===== src/rtl/instr_fetch_unit.sv =====
// Instruction fetch unit: owns the PC, fetches from a combinational
// instruction memory and registers the result into the IF/ID stage.
// Supports stall, redirect with one delay slot, halt at PC 0 and a
// sticky misaligned-target fault.
module instr_fetch_unit #(
  parameter logic [31:0] RESET_VECTOR = 32'hBFC00000,
  parameter int          COUNT_WIDTH  = 32
) (
  input  logic                   clk,
  input  logic                   reset_n,
  output logic [31:0]            instr_address,
  input  logic [31:0]            instr_readdata,
  input  logic                   stall,
  input  logic                   redirect_valid,
  input  logic [31:0]            redirect_target,
  output logic [31:0]            instr_out,
  output logic [31:0]            pc_out,
  output logic                   instr_valid,
  output logic                   halted,
  output logic                   misaligned_fault,
  output logic [COUNT_WIDTH-1:0] fetch_count
);

  logic [31:0] pc;
  logic        pend_vld;
  logic [31:0] pend_tgt;
  logic [31:0] next_pc;
  logic        bad_tgt;
  logic        pc_zero;
  logic        advance;

  assign instr_address = pc;
  assign bad_tgt       = redirect_valid && (redirect_target[1:0] != 2'b00);
  assign pc_zero       = (pc == 32'h0);
  // A fetch from address 0 is never latched; it is treated as a halt.
  assign advance       = !stall && !halted && !pc_zero && !bad_tgt;

  // Next PC: a live redirect wins over a pending one, else sequential.
  always_comb begin
    next_pc = pc + 32'd4;
    if (redirect_valid)
      next_pc = redirect_target;
    else if (pend_vld)
      next_pc = pend_tgt;
  end

  // PC, IF/ID register, pending redirect, halt/fault and fetch counter.
  always_ff @(posedge clk or negedge reset_n) begin
    if (!reset_n) begin
      pc               <= RESET_VECTOR;
      pend_vld         <= 1'b0;
      pend_tgt         <= 32'h0;
      instr_out        <= 32'h0;
      pc_out           <= 32'h0;
      instr_valid      <= 1'b0;
      halted           <= 1'b0;
      misaligned_fault <= 1'b0;
      fetch_count      <= '0;
    end else if (halted) begin
      // Frozen: everything holds, redirects are ignored.
      instr_valid <= 1'b0;
    end else if (bad_tgt) begin
      // Misaligned redirect faults even when stalled; pc stays put.
      misaligned_fault <= 1'b1;
      halted           <= 1'b1;
      instr_valid      <= 1'b0;
    end else if (pc_zero) begin
      halted      <= 1'b1;
      instr_valid <= 1'b0;
    end else if (stall) begin
      // Hold the stage; remember the latest redirect for the release edge.
      if (redirect_valid) begin
        pend_vld <= 1'b1;
        pend_tgt <= redirect_target;
      end
    end else if (advance) begin
      instr_out   <= instr_readdata;
      pc_out      <= pc;
      instr_valid <= 1'b1;
      if (fetch_count != {COUNT_WIDTH{1'b1}})
        fetch_count <= fetch_count + 1'b1;
      pc       <= next_pc;
      pend_vld <= 1'b0;
    end
  end

endmodule


===== config.mk =====
export PLATFORM = sky130hd
export DESIGN_NAME = instr_fetch_unit
export DESIGN_NICKNAME = d
export VERILOG_FILES = /design/src/rtl/instr_fetch_unit.sv
export SDC_FILE = /design/constraint.sdc
export NUM_CORES = 1
export LEC_CHECK = 0
export ABC_AREA = 1
export CELL_PAD_IN_SITES_DETAIL_PLACEMENT = 0
export CELL_PAD_IN_SITES_GLOBAL_PLACEMENT = 1
export CORE_MARGIN = 2
export CORE_UTILIZATION = 25
export DETAILED_ROUTE_END_ITERATION = 10
export HOLD_SLACK_MARGIN = 0.15
export PLACE_DENSITY = 0.58
export REMOVE_ABC_BUFFERS = 1
export SLEW_MARGIN = 20
export SYNTH_ARGS = -nofsm -noshare
export SYNTH_HDL_FRONTEND = slang
export SYNTH_SLANG_ARGS = --single-unit

===== constraint.sdc =====
create_clock -name clk -period 4.7 [get_ports clk]
set_input_delay 0.47 -clock clk [delete_from_list [all_inputs] [get_ports clk]]
set_output_delay 0.47 -clock clk [all_outputs]
set_load 0.02 [all_outputs]

==> implementation parameters, run 1 <==
Parameter                              Value

STA
  Number of endpoints failing setup at the final stage ... 0
  Worst Tran Pin Value ... 902 ps
  Sum Neg Setup Slack ... 0 ps
  Ratio of final minimum period to clock period ... 61.8%
  Final hold vios ... 0
  Least setup slack across all paths after layout ... 1800 ps
  Slew Limit Fails ... 0
  Worst-case clock skew ... 10.4 ps
  Slew margin rel. ... 39.9%
  Max Clock Freq ... 344 MHz
  RSZ-0062 raised after global routing ... no
  Clock period minus worst slack ... 2900 ps

Placement
  Total placed cells including tap cells ... 1863
  Detailed-placement wirelength estimate ... 21300 um
  Global placement routability congestion ... 0.801
  Cell area after placement ... 11200 um2
  Count of input and output buffers ... 198
  Pre-CTS setup slack ... 1520 ps

GRT
  First-pass GRT wire length ... 49100 um
  Final global-route overflow total ... 0
  GRT Resource Usage Total ... 17.4%
  Pin count of the biggest net entering global routing ... 116
  Via count of the first global-routing pass ... 8279
  Antenna violations before repair ... 0

Route
  DRC errors left ... 0
  Starting DRC count in detailed routing ... 422
  Drt pass-1 iters ... 5
  Average via count per standard cell ... 4.47
  Wire length reported by the detailed router ... 31200 um
  Number of vias after detailed routing ... 8474
  Routed Antenna Nets ... 0
  Average wire length per cell after detail routing ... 16.5 um

Yosys
  Portion of the post-synthesis area used by sequential elements ... 46.3%
  Total number of yosys warnings ... 0
  Post-Synthesis Cells ... 1251
  Number of distinct library cells after synthesis ... 30
  Post-synthesis instance area ... 8880 um2
  Post-synthesis area per instance ... 7.10 um2
  Total of flip-flops plus latches after synthesis ... 164

Pwr
  Leak Pwr ... 5.66 nW
  Power per Cell Area ... 281 nW/um2
  Largest voltage drop on the vdd net ... 0.267 mV

Worst setup path
  Source of the worst register-to-register timing path ... instr_address[24]
  Reg-to-reg slack, setup ... 1800 ps
  Kind of end point of the critical path ... flop
  Arrival time at the worst endpoint ... 3240 ps
  Endpoint of the worst register-to-register path ... pend_tgt[8]
  Critical Path Source Type ... flop
  Endpoint required time on the critical path ... 5030 ps
  Setup crit start ... instr_address[24]
  Maximum fanout count along the critical path ... 35
  Crit Path Category ... reg2reg
  FF-to-FF path depth ... 9

Flow run
  Max-capacitance violation count ... 0

Floorplanning
  Die Footprint ... 37100 um2
  Top-Level Pins ... 199
  Chip height ... 192 um
  Core region area ... 35300 um2
  Initial Util ... 25.2%
  Die width ... 192 um
  Number of core rows ... 69

Clock tree
  Clock sink count ... 164
  Post-CTS Repair Setup Buffers ... 0
  Number of buffers on the longest clock path ... 2
  TritonCTS buffer count ... 17
  Cell at the root of the clock tree ... sky130_fd_sc_hd__clkbuf_16
  # H-tree levels ... 4
  Hold bufs inserted after CTS ... 1
  Clock-pin slew on the worst setup and hold paths ... 70 ps
  Clock insertion delay at the later pin of the skew report ... 450 ps
  Clock tree from TritonCTS ... built
  Post-cts gate resize count ... 0

Cells and area
  Proportion of layout cells with a drive suffix above 1 ... 4.53%
  Leading cell type in the layout, fill and taps excluded ... sky130_fd_sc_hd__nand2_1
  Number of nets at the end of the flow ... 1493
  Final standard cell count with taps included and fillers excluded ... 1896
  Post-route cell area ... 11900 um2
  Most used cells in the layout excluding fill and tap cells ... sky130_fd_sc_hd__nand2_1 (588), sky130_fd_sc_hd__clkdlybuf4s50_1 (196), sky130_fd_sc_hd__dfrtp_1 (155)
  Signed area change from the synthesized netlist to the final layout ... 33.8%
  Ant. Diodes ... 0

Min path
  Worst Hold Depth ... 3
  Worst hold path startpoint ... redirect_valid
  Path category of the worst min-delay check ... in2reg
  Hold worst-path end ... misaligned_fault

Run status
  Run status ... completed
==> stage by stage <==
stage	hold WS [ps]	total power, mW	utilization (%)
global route	447	3.47	33.7
floorplan	174	1.56	-
CTS	442	3.40	33.7
detailed placement	459	1.73	31.7
global placement	454	1.73	31.7
finish	458	3.34	33.7
==> synth_stat cells <==
master / count / share of area, %
sky130_fd_sc_hd__nand2_1: 588 / 25
sky130_fd_sc_hd__dfrtp_1: 155 / 44
sky130_fd_sc_hd__nand3_1: 116 / 6.5
sky130_fd_sc_hd__nor2_1: 108 / 4.6
sky130_fd_sc_hd__inv_1: 69 / 2.9
sky130_fd_sc_hd__o21ai_0: 55 / 3.1
sky130_fd_sc_hd__nand4_1: 31 / 2.2
sky130_fd_sc_hd__clkbuf_1: 21 / 0.89
sky130_fd_sc_hd__buf_2: 20 / 1.1
sky130_fd_sc_hd__nand3b_1: 14 / 1.2
sky130_fd_sc_hd__xor2_1: 14 / 1.4
sky130_fd_sc_hd__dfstp_2: 9 / 2.7
sky130_fd_sc_hd__buf_4: 6 / 0.51
sky130_fd_sc_hd__buf_6: 6 / 0.76
sky130_fd_sc_hd__nor2_2: 5 / 0.35
sky130_fd_sc_hd__xnor2_1: 5 / 0.49
sky130_fd_sc_hd__o21bai_1: 4 / 0.34
sky130_fd_sc_hd__ha_1: 3 / 0.42
sky130_fd_sc_hd__inv_2: 3 / 0.13
sky130_fd_sc_hd__nand3_2: 3 / 0.34
sky130_fd_sc_hd__nor2_4: 3 / 0.38
sky130_fd_sc_hd__o211ai_1: 3 / 0.25
sky130_fd_sc_hd__and2_1: 2 / 0.14
sky130_fd_sc_hd__nor3_1: 2 / 0.11
sky130_fd_sc_hd__clkbuf_2: 1 / 0.056
sky130_fd_sc_hd__clkinv_1: 1 / 0.042
sky130_fd_sc_hd__nand2_2: 1 / 0.070
sky130_fd_sc_hd__nand2_8: 1 / 0.23
sky130_fd_sc_hd__nor2_8: 1 / 0.23
sky130_fd_sc_hd__o21ai_2: 1 / 0.099
==> metal layers <==
metal | up-vias | global-route usage, % | part of all wire, %
li1 | 4273 | - | -
met1 | 3971 | 24.1 | 48
met2 | 209 | 27.4 | 45
met3 | 21 | 4.22 | 5.8
met4 | 0 | 3.93 | 0.99
met5 | - | 0 | 0
==> area by class of cell <==
| class | instances | area (um2) |
|---|---|---|
| Tap cell | 461 | 577 |
| Timing Repair Buffer | 206 | 2050 |
| Inverter | 73 | 274 |
| Clock buffer | 24 | 472 |
| Fill cell | 3803 | 23400 |
| Multi-Input combinational cell | 960 | 4200 |
| Sequential cell | 164 | 4120 |
| Clock inverter | 8 | 196 |
==> critical path, cell delays in order, from the launching register on <==
cell                      delay, ps
sky130_fd_sc_hd__dfstp_2        650
sky130_fd_sc_hd__nor2_1          80
sky130_fd_sc_hd__nand3_1         70
sky130_fd_sc_hd__nor2_1          50
sky130_fd_sc_hd__nand2_1        250
sky130_fd_sc_hd__nor2_4          80
sky130_fd_sc_hd__nor2_8         490
sky130_fd_sc_hd__nand3_2        790
sky130_fd_sc_hd__nand2_1        250
sky130_fd_sc_hd__nand2_1         70
==> worst max path at each step <==
stage	end	slack, ps
3_5_place_dp	pend_tgt[13]	1520
3_3_place_gp	pend_tgt[3]	1600
6_report	pend_tgt[8]	1800
2_1_floorplan	instr_address[10]	2140
5_1_grt	pend_tgt[24]	1510
4_1_cts	pend_tgt[19]	1740
==> state kept, by name, indices dropped and copies added, names as in the netlist <==
| name | flops |
|---|---|
| fetch_count | 32 |
| instr_valid | 1 |
| pc_out | 32 |
| instr_out | 32 |
| halted | 1 |
| pend_tgt | 32 |
| pend_vld | 1 |
| instr_address | 32 |
| misaligned_fault | 1 |
==> cells by family after synthesis <==
group,after synthesis,share of synthesized area (%)
flops,164,46.3
buf+inv,127,6.42
simple gates,875,41.2
xor+xnor,19,1.87
fa+ha+maj,3,0.423
compound gates,63,3.79
==> power by group <==
part | total [mW] | internal [mW] | leakage (nW) | switching (mW)
combinational | 0.246 | 0.106 | 3.21 | 0.140
clock | 1.65 | 1.03 | 0.319 | 0.618
sequential | 1.45 | 1.44 | 2.14 | 0.0147
total | 3.34 | 2.57 | 5.66 | 0.773
Note: power is estimated with default switching activity, not from simulation.
==> inputs of run 2 (changes only) <==
==> constraint.sdc (replaced) <==
create_clock -name clk -period 2.9 [get_ports clk]
set_input_delay 0.29 -clock clk [delete_from_list [all_inputs] [get_ports clk]]
set_output_delay 0.29 -clock clk [all_outputs]
set_load 0.02 [all_outputs]
==> run 2 against run 1 <==
Against the previous run:
- routed wire length increased by 0.18%
- cell count increased by 0.53%
- sequential power increased by 62%
- core utilization increased by 0.18 points
- largest power group unchanged
==> implementation parameters, run 2 (synthesized netlist as in run 1, its figures left out) <==
Parameter                              Value

Run status
  Run status ... completed

Cells and area
  Post-Route Utilization ... 33.8%
  Post-route cell area ... 12000 um2
  Proportion of layout cells with a drive suffix above 1 ... 5.40%
  Ant. Diodes ... 0
  Most used cells in the layout excluding fill and tap cells ... sky130_fd_sc_hd__nand2_1 (588), sky130_fd_sc_hd__clkdlybuf4s50_1 (196), sky130_fd_sc_hd__dfrtp_1 (155)
  Signed area change from the synthesized netlist to the final layout ... 34.5%
  Leading cell type in the layout, fill and taps excluded ... sky130_fd_sc_hd__nand2_1
  Number of nets at the end of the flow ... 1503

Flow run
  Max-capacitance violation count ... 0

Clock tree
  Clock-pin slew on the worst setup and hold paths ... 70 ps
  Clock sink count ... 164
  Cell at the root of the clock tree ... sky130_fd_sc_hd__clkbuf_16
  TritonCTS buffer count ... 17
  Post-cts gate resize count ... 0
  Clock insertion delay at the later pin of the skew report ... 440 ps
  # H-tree levels ... 4
  Clock tree from TritonCTS ... built
  Number of buffers on the longest clock path ... 2

Route
  Average via count per standard cell ... 4.46
  DRC errors left ... 0
  Routed Antenna Nets ... 0
  Wire length reported by the detailed router ... 31300 um
  Starting DRC count in detailed routing ... 520
  Average wire length per cell after detail routing ... 16.4 um
  Drt pass-1 iters ... 5
  Number of vias after detailed routing ... 8510

Worst setup path
  Maximum fanout count along the critical path ... 115
  Critical Path Source Type ... flop
  Reg-to-reg slack, setup ... 580 ps
  Arrival time at the worst endpoint ... 2610 ps
  Endpoint required time on the critical path ... 3190 ps
  Crit Path Category ... reg2reg
  Source of the worst register-to-register timing path ... instr_address[2]
  Endpoint of the worst register-to-register path ... pc_out[28]
  Kind of end point of the critical path ... flop
  FF-to-FF path depth ... 9

STA
  Final hold vios ... 0
  Number of endpoints failing setup at the final stage ... 0
  Clock period minus worst slack ... 2320 ps
  Least setup slack across all paths after layout ... 575 ps
  Slew margin rel. ... 47.8%
  Slew Limit Fails ... 0
  Worst Tran Pin Value ... 783 ps
  Sum Neg Setup Slack ... 0 ps
  RSZ-0062 raised after global routing ... no
  Max Clock Freq ... 430 MHz
  Worst-case clock skew ... 8.52 ps
  Ratio of final minimum period to clock period ... 80.2%

Pwr
  Largest voltage drop on the vdd net ... 0.441 mV
  Total power consumption of the routed design ... 5.23 mW
  Power per Cell Area ... 438 nW/um2
  Leak Pwr ... 5.70 nW

Floorplanning
  Die Footprint ... 37100 um2
  Die width ... 192 um
  Number of core rows ... 69
  Top-Level Pins ... 199
  Chip height ... 192 um
  Initial Util ... 25.2%
  Core region area ... 35300 um2

GRT
  Antenna violations before repair ... 0
  Final global-route overflow total ... 0
  Via count of the first global-routing pass ... 8270
  First-pass GRT wire length ... 48800 um
  Pin count of the biggest net entering global routing ... 116
  GRT Resource Usage Total ... 17.3%

Placement
  Global placement routability congestion ... 0.799
  Detailed-placement wirelength estimate ... 21600 um
  Pre-CTS setup slack ... 557 ps
  Cell area after placement ... 11300 um2
  Count of input and output buffers ... 198

Min path
  Worst hold path startpoint ... redirect_valid
  Hold worst-path end ... misaligned_fault
  Worst Hold Depth ... 3
  Path category of the worst min-delay check ... in2reg
## run 2: what timing repair did
| item | in CTS | in global routing |
|---|---|---|
| setup buffers | 0 | 0 |
| hold buffers | 1 | 0 |
| hold endpoints to repair | 61 | 0 |
## run 2: report_power, final
part,total (mW),internal (mW),switching (mW)
clock,2.47,1.45,1.01
combinational,0.410,0.180,0.229
sequential,2.35,2.33,0.0237
total,5.23,3.96,1.27
## run 2: per-stage QoR
| step | std cells | hold WS [ps] |
|---|---|---|
| global route | 1906 | 265 |
| detailed placement | 1873 | 394 |
| CTS | 1906 | 248 |
| finish | 1906 | 270 |
| floorplan | 1197 | -5.59 |
| global placement | 1873 | 397 |
## run 2: worst max-delay path: stages (launching register included)
cell	delay [ps]
sky130_fd_sc_hd__dfrtp_1	410
sky130_fd_sc_hd__inv_1	150
sky130_fd_sc_hd__ha_1	210
sky130_fd_sc_hd__nand3_1	120
sky130_fd_sc_hd__nor2_1	110
sky130_fd_sc_hd__nand2_1	150
sky130_fd_sc_hd__nor2_4	200
sky130_fd_sc_hd__nor2_8	70
sky130_fd_sc_hd__nand2_8	500
sky130_fd_sc_hd__o21ai_0	190
## run 2: how the worst max path moves through the flow
stage	startpoint	end	slack (ps)	depth (start not counted)
after CTS	instr_address[2]	pc_out[31]	540	9
after floorplan	instr_address[2]	instr_address[10]	340	8
after detailed placement	redirect_target[1]	pc_out[31]	560	6
after global placement	instr_address[2]	pc_out[24]	630	9
final	instr_address[2]	pc_out[28]	580	9
after global routing	instr_address[2]	pc_out[15]	340	10
## run 2: layout make-up
type	instances	area [um2]
fill	3813	23400
multi-input combinational	960	4200
sequential	164	4120
timing repair buffer	216	2150
tap	461	577
clock buffer	22	484
inverter	73	274
clock inverter	10	148
## run 2: routing by layer
metal	track usage, %	part of all wire (%)	wire, um
met2	27.0	44	13900
met1	24.3	49	15300
met3	3.71	5.3	1670
met5	0	0	0
met4	4.43	1.2	376
==> inputs of run 3 (changes only) <==
==> constraint.sdc (replaced) <==
create_clock -name clk -period 2.4 [get_ports clk]
set_input_delay 0.24 -clock clk [delete_from_list [all_inputs] [get_ports clk]]
set_output_delay 0.24 -clock clk [all_outputs]
set_load 0.02 [all_outputs]
==> run 3 against run 2 <==
Against the previous run:
- register-to-register slack got worse by 210 ps
- setup slack got worse by 210 ps
- cell area rose by 1.1%
- core utilization rose by 0.36 points
- combinational power rose by 21%
- routed wire length rose by 1.3%
- sequential power rose by 21%
- critical path type is now reg2out
- largest cell class unchanged
- highest routed layer unchanged
==> implementation parameters, run 3 (synthesized netlist as in run 1, its figures left out) <==
Parameter                              Value

Floorplanning
  Number of core rows ... 69
  Initial Util ... 25.2%
  Chip height ... 192 um
  Die Footprint ... 37100 um2
  Core region area ... 35300 um2
  Die width ... 192 um
  Top-Level Pins ... 199

Pwr
  Power per Cell Area ... 503 nW/um2
  Largest voltage drop on the vdd net ... 0.535 mV
  Leak Pwr ... 5.79 nW

Clock tree
  # H-tree levels ... 4
  Number of buffers on the longest clock path ... 2
  Clock sink count ... 164
  Cell at the root of the clock tree ... sky130_fd_sc_hd__clkbuf_16
  Post-CTS Repair Setup Buffers ... 0
  Post-cts gate resize count ... 0
  Clock tree from TritonCTS ... built
  Clock insertion delay at the later pin of the skew report ... 440 ps
  TritonCTS buffer count ... 17
  Clock-pin slew on the worst setup and hold paths ... 70 ps

Cells and area
  Signed area change from the synthesized netlist to the final layout ... 36.0%
  Proportion of layout cells with a drive suffix above 1 ... 6.56%
  Number of nets at the end of the flow ... 1521
  Post-route cell area ... 12100 um2
  Area of the multi-input gates ... 4200 um2
  Area used by sequential logic in the layout ... 4120 um2
  Leading cell type in the layout, fill and taps excluded ... sky130_fd_sc_hd__nand2_1
  Filler Cell Count ... 3825
  Most used cells in the layout excluding fill and tap cells ... sky130_fd_sc_hd__nand2_1 (588), sky130_fd_sc_hd__clkdlybuf4s50_1 (196), sky130_fd_sc_hd__dfrtp_1 (155)
  Ant. Diodes ... 0

STA
  Ratio of final minimum period to clock period ... 84.7%
  Worst Tran Pin Value ... 469 ps
  Slew margin rel. ... 68.6%
  Worst-case clock skew ... 10.8 ps
  Max Clock Freq ... 492 MHz
  Number of endpoints failing setup at the final stage ... 0
  Minimum hold slack ... 239 ps
  Slew Limit Fails ... 0
  Clock period minus worst slack ... 2030 ps
  RSZ-0062 raised after global routing ... no
  Final hold vios ... 0

Route
  Starting DRC count in detailed routing ... 463
  Number of vias after detailed routing ... 8615
  Average wire length per cell after detail routing ... 16.5 um
  Average via count per standard cell ... 4.48
  Routed Antenna Nets ... 0
  Drt pass-1 iters ... 5
  Wire length reported by the detailed router ... 31700 um
  DRC errors left ... 0

Placement
  Cell area after placement ... 11500 um2
  Global placement routability congestion ... 0.829
  Count of input and output buffers ... 198
  Detailed-placement wirelength estimate ... 22700 um

GRT
  Pin count of the biggest net entering global routing ... 61
  Via count of the first global-routing pass ... 8609
  GRT Resource Usage Total ... 17.6%
  First-pass GRT wire length ... 49800 um
  Final global-route overflow total ... 0
  Antenna violations before repair ... 0

Worst setup path
  Arrival time at the worst endpoint ... 1790 ps
  Crit Path Category ... reg2out
  Maximum fanout count along the critical path ... 6
  Kind of end point of the critical path ... primary output
  Critical Path Source Type ... flop
  Endpoint required time on the critical path ... 2160 ps

Flow run
  Max-capacitance violation count ... 0

Min path
  Path category of the worst min-delay check ... in2reg

Run status
  Run status ... completed
[run 3: cell count changes in the layout (fill, tap and decap cells not counted), sizes merged]
cell,before,now
buf,19,37
clkinv,5,8
bufinv,3,1
clkbuf,22,20
inv,72,74
clkinvlp,3,2
[run 3: layer usage]
| layer | part of all wire (%) | wire length (um) | global-route usage [%] |
|---|---|---|---|
| met1 | 48 | 15300 | 24.2 |
| met5 | 0 | 0 | 0 |
| met4 | 1.7 | 547 | 5.23 |
| met3 | 5.7 | 1790 | 3.89 |
| met2 | 44 | 14000 | 27.5 |
[run 3: path summary, 6_finish.rpt]
path                                    from  cells past startpoint  slack, ps           endpoint
max                        instr_address[24]                      2        370  instr_address[24]
min                           redirect_valid                      3        240       pend_tgt[13]
max reg2reg                instr_address[26]                     10        370          pc_out[7]
min reg2reg                      pend_tgt[1]                      2        470        pend_tgt[1]
max in group asynchronous            reset_n                      3       1330    fetch_count[14]
min in group asynchronous            reset_n                      2        280       instr_out[6]
[run 3: power by group]
part | internal, mW | total, mW | switching, mW
Combinational | 0.222 | 0.497 | 0.275
Sequential | 2.82 | 2.84 | 0.0283
Clock | 1.48 | 2.73 | 1.24
[run 3: through the flow]
step                      std cells  power [mW]  worst slack (ps)  TNS, ps  util [%]
after floorplan                1197        3.05              -161   -11990         -
after global placement         1891        3.40               401        0      32.6
after detailed placement       1891        3.40               327        0      32.6
after CTS                      1924        6.19               322        0      34.2
after global routing           1924        6.35               161        0      34.2
final                          1924        6.07               368        0      34.2
[run 3: area by class of cell]
cell class / instances / area share [%]
clock buffers: 20 / 3.78
flip-flops and latches: 164 / 34.1
repair buffers: 234 / 19.5
well taps: 461 / 4.78
multi-input cells: 960 / 34.8
clock inverters: 12 / 0.870
inverters: 73 / 2.27
[run 3: worst max-delay path, stage by stage (launching register included)]
cell,delay [ps]
sky130_fd_sc_hd__dfstp_2,560
sky130_fd_sc_hd__buf_4,170
sky130_fd_sc_hd__clkdlybuf4s50_1,630
[run 3: timing repair]
item                       in CTS  in global routing
setup endpoints to repair       0                  0
hold endpoints to repair       60                  0
hold buffers                    1                  0
